File: src/rtl/multicycle_control_unit_if.sv
// rtl/multicycle_control_unit_if.sv - shared instruction/data memory handshake bundle
// master = control unit (issues requests), slave = memory (completes them).
interface multicycle_control_unit_if;
  logic mem_req;
  logic mem_we;
  logic i_or_d;
  logic mem_ready;

  modport master (output mem_req, output mem_we, output i_or_d, input mem_ready);
  modport slave  (input mem_req, input mem_we, input i_or_d, output mem_ready);
endinterface

File: src/rtl/multicycle_control_unit.sv
// rtl/multicycle_control_unit.sv - multi-cycle RV32I control FSM with memory watchdog and retire counter
// Optional feature: define CU_JUMP_EN to add JAL/JALR sequencing through JUMP and WB_PC.
module multicycle_control_unit #(
  parameter int TIMEOUT = 16,
  parameter int CNT_W   = 32
) (
  input  logic                            clk,
  input  logic                            rst_n,
  input  logic                            run,
  input  logic [6:0]                      opcode,
  input  logic                            zero,
  multicycle_control_unit_if.master       mem,
  output logic                            ir_write,
  output logic                            pc_write,
  output logic                            reg_write,
  output logic                            mem_to_reg,
  output logic [1:0]                      alu_src_a,
  output logic [1:0]                      alu_src_b,
  output logic [1:0]                      alu_op,
  output logic                            trap,
  output logic                            trap_cause,
  output logic [CNT_W-1:0]                retired
);

  localparam logic [6:0] OP_R    = 7'b0110011;
  localparam logic [6:0] OP_I    = 7'b0010011;
  localparam logic [6:0] OP_LD   = 7'b0000011;
  localparam logic [6:0] OP_ST   = 7'b0100011;
  localparam logic [6:0] OP_BR   = 7'b1100011;
  localparam logic [6:0] OP_NOP  = 7'b0000000;
  localparam logic [6:0] OP_JAL  = 7'b1101111;
  localparam logic [6:0] OP_JALR = 7'b1100111;

  // Wide enough to hold TIMEOUT itself; never narrower than one bit.
  localparam int WAIT_W = $clog2(TIMEOUT + 2);

  typedef enum logic [3:0] {
    S_IDLE, S_FETCH, S_DECODE, S_EXEC_R, S_EXEC_I, S_MEM_ADDR, S_MEM_RD,
    S_MEM_WR, S_WB_ALU, S_WB_MEM, S_BRANCH, S_TRAP, S_JUMP, S_WB_PC
  } state_t;

  state_t             state_q, state_d;
  logic [WAIT_W-1:0]  wait_q, wait_d;
  logic               cause_q, cause_d;
  logic [CNT_W-1:0]   retired_q, retired_d;
  logic               retire;
  logic               waiting;
  logic               timeout_hit;

  assign timeout_hit = (TIMEOUT != 0) && (wait_q == WAIT_W'(TIMEOUT - 1));

  always_comb begin
    state_d    = state_q;
    wait_d     = wait_q;
    cause_d    = cause_q;
    retire     = 1'b0;
    waiting    = 1'b0;
    mem.mem_req = 1'b0;
    mem.mem_we  = 1'b0;
    mem.i_or_d  = 1'b0;
    ir_write   = 1'b0;
    pc_write   = 1'b0;
    reg_write  = 1'b0;
    mem_to_reg = 1'b0;
    alu_src_a  = 2'b00;
    alu_src_b  = 2'b00;
    alu_op     = 2'b00;
    trap       = 1'b0;

    case (state_q)
      S_IDLE: begin
        if (run) state_d = S_FETCH;
      end
      S_FETCH: begin
        mem.mem_req = 1'b1;
        alu_src_b   = 2'b01;
        if (mem.mem_ready) begin
          ir_write = 1'b1;
          pc_write = 1'b1;
          state_d  = S_DECODE;
        end else begin
          waiting = 1'b1;
        end
      end
      S_DECODE: begin
        case (opcode)
          OP_R:         state_d = S_EXEC_R;
          OP_I:         state_d = S_EXEC_I;
          OP_LD, OP_ST: state_d = S_MEM_ADDR;
          OP_BR:        state_d = S_BRANCH;
          OP_NOP: begin
            retire  = 1'b1;
            state_d = S_FETCH;
          end
`ifdef CU_JUMP_EN
          OP_JAL, OP_JALR: state_d = S_JUMP;
`endif
          default: begin
            state_d = S_TRAP;
            cause_d = 1'b0;
          end
        endcase
      end
      S_EXEC_R: begin
        alu_src_a = 2'b01;
        alu_op    = 2'b10;
        state_d   = S_WB_ALU;
      end
      S_EXEC_I: begin
        alu_src_a = 2'b01;
        alu_src_b = 2'b10;
        alu_op    = 2'b11;
        state_d   = S_WB_ALU;
      end
      S_MEM_ADDR: begin
        alu_src_a = 2'b01;
        alu_src_b = 2'b10;
        state_d   = (opcode == OP_ST) ? S_MEM_WR : S_MEM_RD;
      end
      S_MEM_RD: begin
        mem.mem_req = 1'b1;
        mem.i_or_d  = 1'b1;
        if (mem.mem_ready) state_d = S_WB_MEM;
        else               waiting = 1'b1;
      end
      S_MEM_WR: begin
        mem.mem_req = 1'b1;
        mem.mem_we  = 1'b1;
        mem.i_or_d  = 1'b1;
        if (mem.mem_ready) begin
          retire  = 1'b1;
          state_d = S_FETCH;
        end else begin
          waiting = 1'b1;
        end
      end
      S_WB_ALU: begin
        reg_write = 1'b1;
        retire    = 1'b1;
        state_d   = S_FETCH;
      end
      S_WB_MEM: begin
        reg_write  = 1'b1;
        mem_to_reg = 1'b1;
        retire     = 1'b1;
        state_d    = S_FETCH;
      end
      S_BRANCH: begin
        alu_src_a = 2'b01;
        alu_op    = 2'b01;
        pc_write  = zero;
        retire    = 1'b1;
        state_d   = S_FETCH;
      end
`ifdef CU_JUMP_EN
      S_JUMP: begin
        alu_src_a = (opcode == OP_JALR) ? 2'b01 : 2'b10;
        alu_src_b = 2'b10;
        pc_write  = 1'b1;
        state_d   = S_WB_PC;
      end
      S_WB_PC: begin
        reg_write = 1'b1;
        retire    = 1'b1;
        state_d   = S_FETCH;
      end
`endif
      S_TRAP: begin
        trap = 1'b1;
      end
      default: state_d = S_IDLE;
    endcase

    // A completing access never reaches here with waiting set, so ready wins.
    if (waiting && timeout_hit) begin
      state_d = S_TRAP;
      cause_d = 1'b1;
    end

    if (state_d != state_q) wait_d = '0;
    else if (waiting)       wait_d = wait_q + WAIT_W'(1);

    retired_d = retired_q + CNT_W'(retire);
  end

  always_ff @(posedge clk) begin
    if (!rst_n) begin
      state_q   <= S_IDLE;
      wait_q    <= '0;
      cause_q   <= 1'b0;
      retired_q <= '0;
    end else begin
      state_q   <= state_d;
      wait_q    <= wait_d;
      cause_q   <= cause_d;
      retired_q <= retired_d;
    end
  end

  assign trap_cause = cause_q;
  assign retired    = retired_q;

endmodule
File: src/flat_wrapper.sv
// flat-port wrapper written by rule: the top's interface ports become plain ports
module multicycle_control_unit_flat 
#(
  parameter int TIMEOUT = 16,
  parameter int CNT_W   = 32
)
  (clk, rst_n, run, opcode, zero, ir_write, pc_write, reg_write, mem_to_reg, alu_src_a, alu_src_b, alu_op, trap, trap_cause, retired, mem_mem_req, mem_mem_we, mem_i_or_d, mem_mem_ready);
  multicycle_control_unit_if mem_i ();
  input  logic clk;
  input  logic rst_n;
  input  logic run;
  input  logic [6:0] opcode;
  input  logic zero;
  output logic ir_write;
  output logic pc_write;
  output logic reg_write;
  output logic mem_to_reg;
  output logic [1:0] alu_src_a;
  output logic [1:0] alu_src_b;
  output logic [1:0] alu_op;
  output logic trap;
  output logic trap_cause;
  output logic [CNT_W-1:0] retired;
  output wire logic [$bits(mem_i.mem_req)-1:0] mem_mem_req;
  output wire logic [$bits(mem_i.mem_we)-1:0] mem_mem_we;
  output wire logic [$bits(mem_i.i_or_d)-1:0] mem_i_or_d;
  input wire logic [$bits(mem_i.mem_ready)-1:0] mem_mem_ready;
  assign mem_mem_req = mem_i.mem_req;
  assign mem_mem_we = mem_i.mem_we;
  assign mem_i_or_d = mem_i.i_or_d;
  assign mem_i.mem_ready = mem_mem_ready;
  multicycle_control_unit #(.TIMEOUT(TIMEOUT), .CNT_W(CNT_W)) u_core (.clk(clk), .rst_n(rst_n), .run(run), .opcode(opcode), .zero(zero), .mem(mem_i), .ir_write(ir_write), .pc_write(pc_write), .reg_write(reg_write), .mem_to_reg(mem_to_reg), .alu_src_a(alu_src_a), .alu_src_b(alu_src_b), .alu_op(alu_op), .trap(trap), .trap_cause(trap_cause), .retired(retired));
endmodule
File: config.mk
export PLATFORM = sky130hd
export DESIGN_NAME = multicycle_control_unit_flat
export DESIGN_NICKNAME = d
export VERILOG_FILES = /design/src/rtl/multicycle_control_unit_if.sv /design/src/rtl/multicycle_control_unit.sv /design/src/flat_wrapper.sv
export SDC_FILE = /design/constraint.sdc
export NUM_CORES = 1
export LEC_CHECK = 0
export CAP_MARGIN = 25
export CORE_MARGIN = 2
export CORE_UTILIZATION = 53
export CTS_CLUSTER_DIAMETER = 120
export DETAILED_ROUTE_END_ITERATION = 10
export HOLD_SLACK_MARGIN = 0.05
export PLACE_DENSITY = 0.85
export SLEW_MARGIN = 10
export SYNTH_ARGS = -nofsm -noshare
export SYNTH_HDL_FRONTEND = slang
export SYNTH_SLANG_ARGS = --single-unit
File: constraint.sdc
create_clock -name clk -period 7.5 [get_ports clk]
set_input_delay 1.5 -clock clk [delete_from_list [all_inputs] [get_ports clk]]
set_output_delay 1.5 -clock clk [all_outputs]
set_load 0.02 [all_outputs]
After elaboration in Yosys (flattened, before gate mapping)
Cells that the tools add are included.
Cells by class
  add/sub/neg operators: 2
  eq/ne operators: 19
  multiplexer cells: 27
  bitwise operators: 1
  reductions and logical operators: 15
Operators by type and width (number)
  one-hot mux 4 bit (9 select lines): 1
  adder 32 x 1 -> 32 bit: 1
  two-way mux 4 bit: 5
  one-hot mux 4 bit (5 select lines): 1
  equality test 4 x 3 -> 1 bit (second input constant): 4
  equality test 4 bit (second input constant): 4
  two-way mux 1 bit: 16
  equality test 7 x 6 -> 1 bit (second input constant): 2
  OR reduction 2 bit: 6
  equality test 4 x 2 -> 1 bit (second input constant): 2
  equality test 7 x 2 -> 1 bit (second input constant): 1
  equality test 7 x 5 -> 1 bit (second input constant): 1
  equality test 7 bit (second input constant): 1
  logical NOT 7 bit: 1
  one-hot mux 2 bit (3 select lines): 1
  OR reduction 3 bit: 2
  OR reduction 6 bit: 1
  adder 5 x 1 -> 5 bit (second input constant): 1
  equality test 5 x 4 -> 1 bit (second input constant): 1
  equality test 4 x 1 -> 1 bit (second input constant): 1
  logical NOT 4 bit: 1
  inequality test 4 bit: 1
  one-hot mux 2 bit (2 select lines): 1
  OR reduction 4 bit: 1
  other kinds (7): 7
Word-level totals
  bits in registers: 42
  bits of input ports: 12
  output and inout port bits: 47
  logic and storage cells: 68

Logic depth before layout (Yosys ltp)
Gate-level depths: netlist of run 1.
  word-level depth: 7
  mapped depth: 14
  gate-level depth less buffers: 12

Worst setup path after synthesis of run 1
OpenSTA, ideal clock, no wires.
  path type: input to register
  start: input opcode[6]
  end: register u_core.retired_q[26], in the netlist u_core.retired[26]
  setup time: 0.128 ns
  arrival time: 3.892 ns
  data required time: 7.372 ns
  setup slack: 3.481 ns
  cell stages on the path: 14
  buffers on the path: 2
  cells stage by stage: clkbuf_1 -> or4_1 -> nor2_1 -> a21oi_1 -> o21a_1 -> o21ai_1 -> ha_1 -> ha_1 -> and2_1 -> nand4_1 -> clkbuf_1 -> nor4_1 -> xnor2_1 -> nor2_1
On the way
  cells in the longest elaborated chain, start to end: 4
RTL lines
  start: declaration: RTL line flat_wrapper.sv:12  | input logic [6:0] opcode;
  logical NOT 7 bit: RTL line multicycle_control_unit.sv:86  | case (opcode)
  two-way mux 1 bit: RTL line multicycle_control_unit.sv:86
  one-hot mux 1 bit (3 select lines): RTL line multicycle_control_unit.sv:70  | case (state_q)
  adder 32 x 1 -> 32 bit: RTL line multicycle_control_unit.sv:183  | retired_d = retired_q + CNT_W'(retire);
  end signal: assignment: RTL line multicycle_control_unit.sv:196  | retired_q <= retired_d;
  end: declaration: RTL line multicycle_control_unit.sv:45  | logic [CNT_W-1:0] retired_q, retired_d;
No other way between the ends.
A chain may end at the register's enable or synchronous reset.

Worst setup path after layout of run 1
  start: input mem_mem_ready
  end: output pc_write
On the way
  cells in the longest elaborated chain, start to end: 2
RTL lines
  start: declaration: RTL line flat_wrapper.sv:27  | input wire logic [$bits(mem_i.mem_ready)-1:0] mem_mem_ready;
  two-way mux 1 bit: RTL line multicycle_control_unit.sv:77  | if (mem.mem_ready) begin
  one-hot mux 1 bit (2 select lines): RTL line multicycle_control_unit.sv:70
  end: declaration: RTL line flat_wrapper.sv:15  | output logic pc_write;
No other way between the ends.

==> results of run 1 <==
flip-flops by register name, summed over array words and instances, names as in the netlist:
| signal | count |
|---|---|
| u_core.wait_q | 5 |
| u_core.retired | 32 |
| u_core.trap_cause | 1 |
| u_core.state_q | 4 |
kinds of logic (layout without fill, tap and decap cells):
kind of cell / count (synthesis) / after routing / synth area share
AND/OR/NAND/NOR: 141 / 141 / 0.3252
AO/OA/AOI/OAI: 52 / 52 / 0.1511
flip-flops: 42 / 42 / 0.3502
XOR/XNOR: 29 / 29 / 0.1058
buffers and inverters: 22 / 70 / 0.04117
adder cells (fa/ha/maj): 4 / 4 / 0.02085
other: 1 / 1 / 0.001562
multiplexers: 1 / 1 / 0.004169
critical path: cells and delay by family:
kind            cells  cell delay, ns
compound gates      1            0.16
buf+inv             2            1.37
simple gates        1            0.09
area by class of cell:
type,instances,area share
Multi-Input combinational cell,228,0.4791
Inverter,5,0.006153
Clock buffer,5,0.02256
Clock inverter,3,0.008203
Timing Repair Buffer,57,0.1870
Tap cell,52,0.02133
Sequential cell,42,0.2756
per-stage QoR:
step	util	cells	area (um2)	total power, uW
floorplan	-	292	2401	281.2
finish	0.7006	392	3050	445.6
global placement	0.6790	384	2957	299.6
global route	0.7006	392	3050	461.7
CTS	0.7006	392	3050	446.9
detailed placement	0.6790	384	2957	300.5
synthesized netlist by cell type (2+ instances only):
| master | instances | area, um2 |
|---|---|---|
| a211oi_1 | 5 | 37.54 |
| a21o_1 | 2 | 15.01 |
| a21oi_1 | 18 | 90.09 |
| a31oi_1 | 2 | 12.51 |
| and2_1 | 8 | 50.05 |
| and3_1 | 6 | 37.54 |
| and4_1 | 4 | 35.03 |
| buf_1 | 2 | 7.510 |
| buf_4 | 2 | 15.01 |
| clkbuf_1 | 11 | 41.29 |
| dfxtp_1 | 42 | 840.8 |
| ha_1 | 4 | 50.05 |
| inv_1 | 5 | 18.77 |
| nand2_1 | 18 | 67.56 |
| nand2b_1 | 4 | 25.02 |
| nand3_1 | 13 | 65.06 |
| nand4_1 | 10 | 62.56 |
| nor2_1 | 33 | 123.9 |
| nor2b_1 | 9 | 56.30 |
| nor3_1 | 10 | 50.05 |
| nor3b_1 | 3 | 22.52 |
| nor4_1 | 3 | 18.77 |
| o21a_1 | 3 | 22.52 |
| o21ai_0 | 7 | 35.03 |
| o21ai_1 | 3 | 15.01 |
| or3_1 | 6 | 37.54 |
| or3b_1 | 2 | 17.52 |
| or4_1 | 4 | 30.03 |
| or4b_4 | 2 | 27.53 |
| xnor2_1 | 14 | 122.6 |
| xor2_1 | 15 | 131.4 |
cell usage in the layout, fill, tap and decap left out, types with 2 or more instances in the layout:
cell type,count
or3_1,6
nor3b_1,3
and3_1,6
nor4_1,3
xor2_1,15
nor2_1,33
clkdlybuf4s50_1,57
nor2b_1,9
a21oi_1,18
dfxtp_1,42
inv_1,5
nand3_1,13
o21ai_1,3
ha_1,4
or3b_1,2
nand2_1,18
xnor2_1,14
and4_1,4
a211oi_1,5
o21ai_0,7
o21a_1,3
nand2b_1,4
a31oi_1,2
or4_1,4
clkbuf_8,5
nand4_1,10
or4b_4,2
a21o_1,2
and2_1,8
nor3_1,10
power breakdown:
group	leakage [uW]	switching (uW)	internal [uW]
clock network	0.0000447	82.5	67.2
logic	0.000645	32.8	29.1
registers	0.000339	8.51	225
total	0.00103	124	322
per-layer routing:
layer	vias to the layer above	routed length [um]
li1	1132	-
met1	1029	2556
met2	65	2606
met3	7	268
met4	0	64
met5	-	0
path summary, 6_finish.rpt:
path	end	slack (ns)
hold reg to reg	u_core.retired[31]	0.50
setup reg to reg	u_core.retired[30]	4.17
hold / removal	u_core.retired[31]	0.50
setup / recovery	pc_write	2.87
==> impl_metrics.ini, run 1 <==
[finish]
multiInputGateArea_um2 = 1461
diodes = 0
drive_above_1_share = 0.05000
area_growth_pct = 27.05
fillerInstances = 334
regArea_um2 = 840.8
final_nets = 355

[worst_setup_path]
cp-start-kind = primary input
criticalPathCategory = primary input to primary output
slowest_stage = clkdlybuf4s50_1
cp_slowest_stage_delay_ns = 0.75
reg2reg_from = u_core.state_q[2]
cp-end-kind = primary output
cp-startpoint = mem_mem_ready
arrival_ns = 3.13
required_ns = 6.00
reg2regPathDepth = 10
crit_path_cell_trace = clkdlybuf4s50_1, nand2_1, a21oi_1, clkdlybuf4s50_1
path_common_cell = clkdlybuf4s50_1
path_max_fanout = 12

[sta]
fin_tns_setup_ns = 0
rsz0062_at_grt = no
worst_pin_slew_ns = 0.9988
setup_ws_ns = 2.874
slew_headroom = 0.3334
skew_ns = 0.01806
worst_hold_slack_ns = 0.5017
period_minus_slack_ns = 4.626
clock.fmax_mhz = 216.2
fin_crit_sh = 0.6168
hold_violations = 0
slew_viol_final = 0
setup-violations-final = 0

[floorplan]
initial_core_util = 0.5514
die-width_um = 71.31
ios = 59
die_area_um2 = 5084
row_count = 24
fp.dieH_um = 71.31
core_area_um2 = 4354

[synthesis]
synth-async-reset-ratio = 0
synthFlopType = dfxtp_1
yosysUniqueCellTypes = 53
synthesis.nets = 308
syn-mean-instance-area_um2 = 8.223
yosysSeqAreaShare = 0.3502
yosys_register_bits = 42
synth-edff-count = 0
mappedNetlistArea_um2 = 2401
synth_warnings = 0
syn_inst = 292

[route]
drtPass1Iterations = 4
avgRoutedWirePerCell_um = 14.02
via_per_inst = 5.696
routed_wl_mm = 5.496
drtIter0Drc = 102
route.vias.total = 2233
drc = 0
postRouteAntennaNets = 0

[clock_tree]
clockBufferDepth = 2
root_buffer = clkbuf_8
numCtsBuffers = 5
clk_pin_slew_ns = 0.10
post-cts-setup-buffer-count = 0
hold_buffers = 0
htree_levels = 2
worstSkewPairLatency_ns = 0.30
cts_sinks = 42
cts_tree = done
cts_resized = 0

[global_route]
first_global_vias = 2094
use_met3 = 0.03376
grt.met1_usage = 0.2800
gr-usage-met2 = 0.3632
grt_overflow = 0
grt_max_degree = 34
gr-usage-all-layers = 0.2141
gr-max-usage-layer = met2
antenna_found_initial = 0
grt_pass1_wl_mm = 9.121

[status]
status = finished clean

[placed_design]
place_ws_ns = 2.659
dp_hpwl_mm = 3.920
io_buffers = 57
gp_congestion = 0.8494

[hold_path]
hold_path_class = register to register
hold_depth = 2
hp-start = u_core.retired[31]

[pwr]
power.density_nw_per_um2 = 146.1
leakagePower_uw = 0.001028
vdd_drop_max_v = 0.00009975

[run]
maxCapViolCount = 0
Power figures use the tool's default switching activity.
==> run 2, diff against run 1 <==
--- a/config.mk
+++ b/config.mk
@@ -7,11 +7,11 @@
 export LEC_CHECK = 0
 export CAP_MARGIN = 25
 export CORE_MARGIN = 2
-export CORE_UTILIZATION = 53
+export CORE_UTILIZATION = 45
 export CTS_CLUSTER_DIAMETER = 120
 export DETAILED_ROUTE_END_ITERATION = 10
 export HOLD_SLACK_MARGIN = 0.05
-export PLACE_DENSITY = 0.85
+export PLACE_DENSITY = 0.77
 export SLEW_MARGIN = 10
 export SYNTH_ARGS = -nofsm -noshare
 export SYNTH_HDL_FRONTEND = slang
==> constraint.sdc (replaced) <==
create_clock -name clk -period 3.9 [get_ports clk]
set_input_delay 0.78 -clock clk [delete_from_list [all_inputs] [get_ports clk]]
set_output_delay 0.78 -clock clk [all_outputs]
set_load 0.02 [all_outputs]
==> run 2 against run 1 <==
Compared with the run above:
- cell count increased by 6.4%
- routed wire length is 1.7% higher
- flip-flop and latch count did not move
- first-iteration DRC count up 29%
- register-to-register slack worse by 3.1 ns
- die area is 17% higher
- sequential share of layout area shrank 0.80 points
- global-route usage fell by 1.8 points
- critical path type is now primary input to register
- critical endpoint is now u_core.retired[18]
- largest cell class unchanged
- largest power group unchanged
==> impl_metrics.ini, run 2 (synthesis gave the netlist of run 1 again) <==
[placed_design]
place_ws_ns = 0.08608
gp_congestion = 0.8602
dp_cells = 409
io_buffers = 57
dp_hpwl_mm = 4.142

[worst_setup_path]
path_max_fanout = 5
arrival_ns = 3.70
required_ns = 4.08
reg2reg_from = u_core.state_q[3]
slowest_stage = or4_1
critPathBufInv = 2
regToRegSetupSlack_ns = 1.06
r2r-end = u_core.retired[18]
cp-end-kind = register
crit_family = simple AND/OR/NAND/NOR gates
crit_path_cell_trace = clkdlybuf4s50_1, or4_1, nor2_1, a21oi_1, o21a_1, o21ai_1, ha_1, ha_1, and2_1, nand4_1, buf_4, nor3_1, xnor2_1, nor2_1
cp-start-kind = primary input
cp_slowest_stage_delay_ns = 0.51
criticalPathCategory = primary input to register
reg2regPathDepth = 12

[clock_tree]
cts_resized = 0
cts_tree = done
clockBufferDepth = 2
post-cts-setup-buffer-count = 0
numCtsBuffers = 5
root_buffer = clkbuf_8
cts_sinks = 42
htree_levels = 2
worstSkewPairLatency_ns = 0.29
hold_buffers = 0
clk_pin_slew_ns = 0.08

[sta]
skew_ns = 0.006711
clock.fmax_mhz = 284.2
slew_headroom = 0.4562
worst_hold_slack_ns = 0.4929
rsz0062_at_grt = no
setup-violations-final = 0
slew_viol_final = 0
fin_tns_setup_ns = 0
fin_crit_sh = 0.9021
setup_ws_ns = 0.3816
hold_violations = 0
period_minus_slack_ns = 3.518
worst_pin_slew_ns = 0.8145

[global_route]
antenna_found_initial = 0
gr-usage-all-layers = 0.1958
first_global_vias = 2099
grt_pass1_wl_mm = 9.666
grt_max_degree = 25
grt_overflow = 0

[pwr]
vdd_drop_max_v = 0.0001988
power.density_nw_per_um2 = 289.0
combPwrFrac = 0.132
swShare = 0.2493
p_clk_frac = 0.372
leakagePower_uw = 0.001069
seq_power_share = 0.496
switching_power_uw = 226.3
finalPower_uw = 907.8
intPower_uw = 681.5

[route]
drtIter0Drc = 132
route.vias.total = 2271
routed_wl_mm = 5.588
drc = 0
via_per_inst = 5.446
avgRoutedWirePerCell_um = 13.40
postRouteAntennaNets = 0
drtPass1Iterations = 4

[floorplan]
core_area_um2 = 5140
row_count = 26
die_area_um2 = 5936
initial_core_util = 0.4671
fp.dieH_um = 77.05
die-width_um = 77.05
ios = 59

[hold_path]
hold_depth = 2
hold-path-endpoint = u_core.retired[31]
hold_path_class = register to register
hp-start = u_core.retired[31]

[finish]
layout_common_cells = clkdlybuf4s50_1 (57), dfxtp_1 (42), nor2_1 (33)
final_common_cell = clkdlybuf4s50_1
area_growth_pct = 30.85
largest_reg_flops = 32
final_nets = 362
layoutNonFillerInstCount = 417
diodes = 0
drive_above_1_share = 0.06628

[run]
maxCapViolCount = 0

[status]
status = finished clean
## run 2: changes by cell type in the layout (fill, tap and decap cells not counted)
| cell | change |
|---|---|
| buf_4 | +7 |
| bufinv_16 | +1 |
| clkbuf_1 | +1 |
| clkinv_4 | -1 |
| inv_6 | -1 |
## run 2: worst max path at each step
stage,startpoint,depth (start not counted),endpoint,slack [ns]
final,opcode[4],14,u_core.retired[18],0.38
after global routing,opcode[4],14,u_core.retired[18],0.08
after CTS,opcode[3],14,u_core.retired[18],0.37
after detailed placement,opcode[3],14,u_core.retired[18],0.09
after global placement,opcode[3],14,u_core.retired[18],0.23
after floorplan,opcode[6],14,u_core.retired[26],0.60
## run 2: per-layer routing
| layer | track usage | wire length [um] | vias to the layer above |
|---|---|---|---|
| met5 | 0 | 0 | - |
| met4 | 0.07143 | 80 | 0 |
| met3 | 0.04000 | 236 | 7 |
| met2 | 0.3228 | 2716 | 57 |
| met1 | 0.2531 | 2554 | 1060 |
| li1 | - | - | 1147 |
## run 2: layout make-up
type / count / area, um2
Multi-Input combinational cell: 228 / 1461
Inverter: 5 / 18.77
Timing Repair Buffer: 64 / 623.1
Clock buffer: 6 / 72.57
Tap cell: 70 / 87.58
Sequential cell: 42 / 840.8
Clock inverter: 2 / 37.54
Fill cell: 473 / 1998
## run 2: power by group through the flow
stage	Combinational [uW]	Sequential [uW]	Clock, uW
after floorplan	93.0	448	0
after global placement	118	460	0
after detailed placement	119	460	0
after CTS	120	450	347
after global routing	132	452	366
final	120	450	338
## run 2: metrics by stage
stage          area (um2)  utilization
5_1_grt              3142       0.6112
4_1_cts              3142       0.6112
2_1_floorplan        2401            -
3_3_place_gp         3032       0.5898
6_report             3142       0.6112
3_5_place_dp         3032       0.5898
## run 2: worst reg2reg max path, stage by stage (launching register included)
cell and delay, ns:
dfxtp_1 0.57, nor2b_1 0.34, and3_1 0.22, nand2_1 0.07, o21ai_1 0.10, ha_1 0.19, ha_1 0.17, and2_1 0.18
nand4_1 0.21, buf_4 0.23, nor3_1 0.26, xnor2_1 0.16, nor2_1 0.05
==> run 3, diff against run 2 <==
--- a/config.mk
+++ b/config.mk
@@ -11,6 +11,7 @@
 export CTS_CLUSTER_DIAMETER = 120
 export DETAILED_ROUTE_END_ITERATION = 10
 export HOLD_SLACK_MARGIN = 0.05
+export MAX_ROUTING_LAYER = met4
 export PLACE_DENSITY = 0.77
 export SLEW_MARGIN = 10
 export SYNTH_ARGS = -nofsm -noshare
==> run 3 against run 2 <==
Compared with the run above:
- flip-flop and latch count unchanged
- power about the same
- worst setup slack worse by 0.0042 ns
- non-clock buffer count unchanged
- die area unchanged
- combinational power about the same
- cell count unchanged
- count of clock-buffer cells in the layout unchanged
- global-route usage up 0.55 points
- sequential power about the same
==> impl_metrics.ini, run 3 (synthesis gave the netlist of run 1 again) <==
[status]
status = finished clean

[route]
drtIter0Drc = 127
drtPass1Iterations = 4
route.vias.total = 2271
drc = 0
routed_wl_mm = 5.565
postRouteAntennaNets = 0
avgRoutedWirePerCell_um = 13.35
via_per_inst = 5.446

[hold_path]
hold_depth = 2
hold_path_class = register to register
hp-start = u_core.retired[31]

[floorplan]
fp.dieH_um = 77.05
die-width_um = 77.05
die_area_um2 = 5936
initial_core_util = 0.4671
core_area_um2 = 5140
ios = 59
row_count = 26

[sta]
slew_headroom = 0.4612
rsz0062_at_grt = no
hold_violations = 0
fin_crit_sh = 0.9032
slew_viol_final = 0
clock.fmax_mhz = 283.9
fin_tns_setup_ns = 0
setup_ws_ns = 0.3774
setup-violations-final = 0
worst_pin_slew_ns = 0.8071
worst_hold_slack_ns = 0.4929
period_minus_slack_ns = 3.523
skew_ns = 0.006126

[finish]
largest_reg_flops = 32
diodes = 0
layoutNonFillerInstCount = 417
final_common_cell = clkdlybuf4s50_1
area_growth_pct = 30.85
layout_common_cells = clkdlybuf4s50_1 (57), dfxtp_1 (42), nor2_1 (33)
drive_above_1_share = 0.06628
final_nets = 362

[clock_tree]
cts_tree = done
numCtsBuffers = 5
hold_buffers = 0
root_buffer = clkbuf_8
htree_levels = 2
cts_resized = 0
worstSkewPairLatency_ns = 0.29
clk_pin_slew_ns = 0.08
clockBufferDepth = 2
cts_sinks = 42
post-cts-setup-buffer-count = 0

[placed_design]
io_buffers = 57
place_ws_ns = 0.08608
dp_cells = 409
gp_congestion = 0.8740
dp_hpwl_mm = 4.142

[worst_setup_path]
cp-startpoint = opcode[4]
required_ns = 4.08
cp-start-kind = primary input
path_max_fanout = 5
criticalPathCategory = primary input to register
reg2reg_from = u_core.state_q[3]
reg2regPathDepth = 12
cp-end-kind = register
arrival_ns = 3.70

[pwr]
finalPower_uw = 907.3
power.density_nw_per_um2 = 288.8
leakagePower_uw = 0.001069
vdd_drop_max_v = 0.0001982

[run]
maxCapViolCount = 0

[global_route]
grt_max_degree = 25
first_global_vias = 2094
grt_pass1_wl_mm = 9.660
gr-usage-all-layers = 0.2013
antenna_found_initial = 0
grt_overflow = 0
==> run 3: cell counts in the layout (fill, tap and decap cells not counted) <==
No cell type changed its count.
==> run 3: final cells by class <==
cell class,count,area (um2)
fillers,473,1998
multi-input cells,228,1461
clock inverters,2,37.54
inverters,5,18.77
flip-flops and latches,42,840.8
repair buffers,64,623.1
clock buffers,6,72.57
well taps,70,87.58
==> run 3: path summary, 6_finish.rpt <==
kind                   endpoint  slack, ns
max reg2reg  u_core.retired[18]       1.05
min reg2reg  u_core.retired[31]       0.49
min          u_core.retired[31]       0.49
max          u_core.retired[18]       0.38
==> run 3: where the power goes <==
group | leakage [uW] | internal (uW) | total [uW] | switching, uW
Clock | 0.0000514 | 191 | 338 | 147
Sequential | 0.000339 | 433 | 450 | 16.6
Combinational | 0.000679 | 57.1 | 120 | 62.6
==> run 3: metrics by stage <==
| step | area, um2 | utilization |
|---|---|---|
| floorplan | 2401 | - |
| global placement | 3032 | 0.5898 |
| detailed placement | 3032 | 0.5898 |
| CTS | 3142 | 0.6112 |
| global route | 3142 | 0.6112 |
| finish | 3142 | 0.6112 |
==> run 3: worst max-delay path: stages <==
cell and delay (ns):
clkdlybuf4s50_1 0.46, or4_1 0.51, nor2_1 0.12, a21oi_1 0.07, o21a_1 0.20, o21ai_1 0.11
ha_1 0.19, ha_1 0.17, and2_1 0.18, nand4_1 0.21, buf_4 0.23, nor3_1 0.26
xnor2_1 0.16, nor2_1 0.05
==> run 3: layer usage <==
layer | up-vias | wire length, um | global-route usage
li1 | 1150 | - | -
met1 | 1057 | 2602 | 0.2531
met2 | 57 | 2636 | 0.3228
met3 | 7 | 246 | 0.04000
met4 | 0 | 80 | 0.07143
met5 | - | 0 | -
